### src/rtl/primary_ray_buffer.sv
// Indexed primary-ray buffer: captures the RPP rays of one pixel and streams them in index order.
// A write is visible 1 cycle later; out_rdy low holds the head ray and stalls the stream.
package primary_ray_pkg;
    typedef struct packed {
        logic [15:0] org_x;
        logic [15:0] org_y;
        logic [15:0] org_z;
        logic [15:0] dir_x;
        logic [15:0] dir_y;
        logic [15:0] dir_z;
    } ray_t;
endpackage

module primary_ray_buffer
    import primary_ray_pkg::*;
#(
    parameter int RPP       = 8,
    parameter int RPP_WIDTH = 3
) (
    input  logic                 clk,
    input  logic                 rst,
    input  logic                 wr_en,
    input  logic [RPP_WIDTH-1:0] wr_ndx,
    input  ray_t                 wr_ray,
    output logic                 busy,
    output logic                 out_vld,
    input  logic                 out_rdy,
    output ray_t                 out_ray,
    output logic [RPP_WIDTH-1:0] out_ndx,
    output logic                 out_last,
    output logic                 done,
    output logic                 err
);
    typedef enum logic {IDLE, ACTIVE} state_t;

    localparam logic [RPP_WIDTH-1:0] LAST_NDX = RPP_WIDTH'(RPP - 1);

    state_t                 state;
    ray_t                   mem [RPP];
    logic [RPP-1:0]         vld;
    logic [RPP-1:0]         vld_nxt;
    logic [RPP_WIDTH-1:0]   rd_ptr;
    logic                   wr_ok;
    logic                   wr_bad;
    logic                   hs;
    logic                   fin;

    assign wr_ok    = wr_en && !vld[wr_ndx];
    assign wr_bad   = wr_en &&  vld[wr_ndx];
    assign out_vld  = vld[rd_ptr];
    assign out_ray  = mem[rd_ptr];
    assign out_ndx  = rd_ptr;
    assign out_last = out_vld && (rd_ptr == LAST_NDX);
    assign hs       = out_vld && out_rdy;
    assign fin      = hs && out_last;

    // A slot being read is still valid, so it can never also take a write this cycle.
    always_comb begin
        vld_nxt = vld;
        if (hs)
            vld_nxt[rd_ptr] = 1'b0;
        if (wr_ok)
            vld_nxt[wr_ndx] = 1'b1;
    end

    always_ff @(posedge clk) begin
        if (wr_ok)
            mem[wr_ndx] <= wr_ray;
    end

    always_ff @(posedge clk) begin
        if (rst) begin
            state  <= IDLE;
            busy   <= 1'b0;
            vld    <= '0;
            rd_ptr <= '0;
            done   <= 1'b0;
            err    <= 1'b0;
        end else begin
            vld  <= vld_nxt;
            done <= fin;
            if (hs)
                rd_ptr <= rd_ptr + 1'b1;
            if (wr_bad)
                err <= 1'b1;
            case (state)
                IDLE: begin
                    if (wr_ok) begin
                        state <= ACTIVE;
                        busy  <= 1'b1;
                    end
                end
                ACTIVE: begin
                    // A write landing with the final handshake starts the next pixel.
                    if (fin && !wr_ok) begin
                        state <= IDLE;
                        busy  <= 1'b0;
                    end
                end
                default: begin
                    state <= IDLE;
                    busy  <= 1'b0;
                end
            endcase
        end
    end
endmodule

### config.mk
export PLATFORM = sky130hd
export DESIGN_NAME = primary_ray_buffer
export DESIGN_NICKNAME = d
export VERILOG_FILES = /design/src/rtl/primary_ray_buffer.sv
export SDC_FILE = /design/constraint.sdc
export NUM_CORES = 1
export LEC_CHECK = 0
export CAP_MARGIN = 20
export CORE_MARGIN = 4
export CORE_UTILIZATION = 50
export CTS_CLUSTER_DIAMETER = 150
export DETAILED_ROUTE_END_ITERATION = 6
export PLACE_DENSITY = 0.69
export SLEW_MARGIN = 20
export SYNTH_ARGS = -nofsm -noshare
export SYNTH_HDL_FRONTEND = slang
export SYNTH_SLANG_ARGS = --single-unit
export TNS_END_PERCENT = 1
### constraint.sdc
create_clock -name clk -period 23.3 [get_ports clk]
set_clock_uncertainty 0.15 [all_clocks]
set_input_delay 4.66 -clock clk [delete_from_list [all_inputs] [get_ports clk]]
set_output_delay 4.66 -clock clk [all_outputs]
set_load 0.005 [all_outputs]
==> summary.txt <==
STA
  – Fin. max-slew vios: 0
  – Final cycle utilization of the critical path: 0.377
  – Fmax achieved: between 100 and 150 MHz
  – Setup_tns: 0 ns
  – Max transition margin: 0.287
  – Setup WS post-layout: between 10 and 15 ns
  – # setup viols final: 0
  – Final Hold Vio Count: 0
  – Worst slew pin tran: about 1.1 ns
  – Final min period: 8.79 ns
  – RSZ-0062 raised after global routing: false

Route
  – DRC: 0
  – Drt via density: 5.73
  – Final WL: 57700 um
  – Drt pass-1 iters: 5
  – Wirelength per Cell: 25.0 um
  – Antenna violation net count after detailed routing: 0
  – Initial DRC Count: 864
  – Vias: 13.3k

Floorplan
  – Core box area: 0.0589 mm2
  – Initial Utilization: 0.505
  – Io pins: 207
  – Die area: 0.0634 mm2
  – Die Height: about 250 um
  – Core Rows: approximately 90
  – Chip width: 252 um

Pwr
  – Internal power: 2.34 mW
  – Sw frac: 0.192
  – VDD IR-drop max: 0.0552 mV
  – Clock share of power: 0.418
  – Switching Power: 0.556 mW
  – Cell Pwr Density: 82.5 mW/mm2
  – Static Leakage: 10.8 nW
  – Combinational power share: 0.034
  – Flop pwr share: 0.548

Synth
  – Async S/R FF share, synth: 0
  – Area leader, netlist: edfxtp_1
  – Ys flop type: edfxtp_1
  – Synth warn: 0
  – Mapped Nets: 1324
  – Netlist cell types: 31
  – Avg Cell Area, Syn: about 24 um2
  – Top cells by count, synth: 768 x edfxtp_1, 192 x mux4_2, 96 x mux2_2, 20 x buf_6, 19 x nor2_1
  – Count leader, synth: edfxtp_1
  – Sequential share of the synthesized area: 0.788
  – Post-synth top area share: 0.775
  – Gate Count Post-Synth: 1219
  – Synth area leaders: edfxtp_1 78%, mux4_2 15%, mux2_2 3.6%, dfxtp_1 1.2%, buf_6 0.76%
  – Post-synth EDFFs: between 700 and 800
  – Syn Std Cell Area: 0.0297 mm2
  – FF+latch count, synth: 786

Setup path
  – CP max stage delay: 0.63 ns
  – Critical Path Start Type: register
  – CP endpoint kind: output pin
  – R2R cell count: 3
  – Worst-path maximum fanout: 51
  – Critical path cell sequence: buf_6 > buf_6 > mux4_2 > mux2_2 > clkdlybuf4s50_1
  – Most used cell, CP: buf_6
  – Worst Path Required: roughly 18 ns
  – R2r setup slk: 20.09 ns
  – Worst setup path class: register to output pin
  – WP data arrival: 3.98 ns
  – Crit path max-delay cell type: buf_6

Global routing
  – GRT overflow: 0
  – Tot GR Track Use: 0.185
  – Initial antenna violation count: 6
  – Pin count of the biggest net entering global routing: approximately 170
  – First-pass GRT wire length: 88300 um
  – Vias in the first global route: approximately 14k

Clock tree
  – CTS clk-pin slew, worst paths: around 0.06 ns
  – CTS max path bufs: 3
  – TritonCTS clock tree: done
  – # resized after CTS: 0
  – Buffers inserted by post-CTS timing repair: 0
  – Worst-Skew Late Latency: 0.59 ns
  – CTS sink count: 786
  – Num CTS Buffers: 79
  – Htree depth: 3
  – Hold_buf cts: 0
  – Root Driver: clkbuf_16

Placed design
  – Dpl cell area: 0.0326 mm2
  – Gpl congestion: 0.750
  – Pre-CTS setup slack: 13.94 ns
  – Port Buffers: 206
  – DP HPWL: 29900 um

Run status
  – Outcome: finished clean

Cells and area
  – Nets: 1578
  – Fraction of layout cells with a size suffix above 1: 0.282
  – Finished Core Util: 0.597
  – Design Area, Final: 0.0352 mm2
  – Area Growth Syn to Fin: 18.3%

Worst hold path
  – Hold Crit Depth: 2
  – Hold WC Path Type: register to register

Job
  – Maxcap violations: 0
cell families (layout without fill, tap and decap cells):
group           Yosys count  in the layout  synth area share
mux                     300            300             0.186
simple gates             52             52           0.00808
compound gates           19             19           0.00475
buf+inv                  60            376            0.0129
flops                   786            786             0.788
fa+ha+maj                 2              2          0.000841
other cells               0              3                 0
routing by layer:
metal | GRT usage | share of wire
met5 | 0 | 0.00076
met2 | 0.307 | 0.51
met1 | 0.255 | 0.42
met3 | 0.0375 | 0.053
met4 | 0.0492 | 0.018
flip-flops by register name (all words and copies together), names as in the netlist, named ones only:
| signal | cells |
|---|---|
| err | 1 |
| done | 1 |
| vld | 8 |
| busy | 1 |
| out_ndx | 3 |
| mem | 768 |
| state | 1 |
power by group through the flow:
stage | combinational (mW) | clock [mW] | sequential (mW)
floorplan | 0.0419 | 0 | 1.62
global placement | 0.0962 | 0 | 1.62
detailed placement | 0.0984 | 0 | 1.62
CTS | 0.0991 | 1.24 | 1.59
global route | 0.106 | 1.31 | 1.59
finish | 0.0978 | 1.21 | 1.59
layout by cell type (no fill, tap or decap), drive strengths merged:
| cell type | n |
|---|---|
| o32ai | 1 |
| inv | 6 |
| clkinvlp | 1 |
| o311a | 1 |
| mux4 | 192 |
| dfxtp | 18 |
| a2111oi | 1 |
| mux2 | 98 |
| nor2 | 19 |
| buf | 24 |
| a21oi | 1 |
| clkdlybuf4s50 | 206 |
| o31a | 1 |
| clkbuf | 101 |
| edfxtp | 768 |
| nand2b | 7 |
| o22ai | 3 |
| nand2 | 11 |
| clkinv | 32 |
| ha | 2 |
| and2 | 2 |
| or3 | 1 |
| diode | 3 |
| nor3 | 8 |
| mux2i | 10 |
| or2 | 2 |
| nor2b | 1 |
| bufinv | 6 |
| o31ai | 1 |
| and3 | 1 |
| a211oi | 8 |
| a31o | 1 |
| o21ai | 1 |
critical path: cells and delay by family, from the launching register on:
family	cells	cell delay, ns
buffers and inverters	3	1.78
flip-flops	1	0.62
multiplexers	2	0.85
path summary, 6_finish.rpt:
kind	start	to
worst min register to register	err$_SDFFE_PP0P_	err$_SDFFE_PP0P_
worst max-delay path	register	out_ray[30]
worst max register to register	vld[2]$_SDFF_PP0_	mem[2][60]$_DFFE_PP_
worst min-delay path	err$_SDFFE_PP0P_	err$_SDFFE_PP0P_
cell type report:
class | count | area (um2)
Timing Repair Buffer | 230 | 2280
Multi-Input combinational cell | 373 | 5970
Clock buffer | 101 | 2140
Fill cell | 4087 | 23700
Antenna cell | 3 | 7.51
Sequential cell | 786 | 23400
Inverter | 3 | 11.3
Clock inverter | 42 | 352
Tap cell | 773 | 967
through the flow:
stage | std cells | hold slack (ns) | total power [mW]
after global routing | 2308 | 0.338 | 3.00
after global placement | 2164 | 0.291 | 1.71
after detailed placement | 2164 | 0.297 | 1.72
after CTS | 2307 | 0.311 | 2.93
final | 2311 | 0.304 | 2.90
after floorplan | 1219 | 0.292 | 1.66
Power figures use the tool's default switching activity.
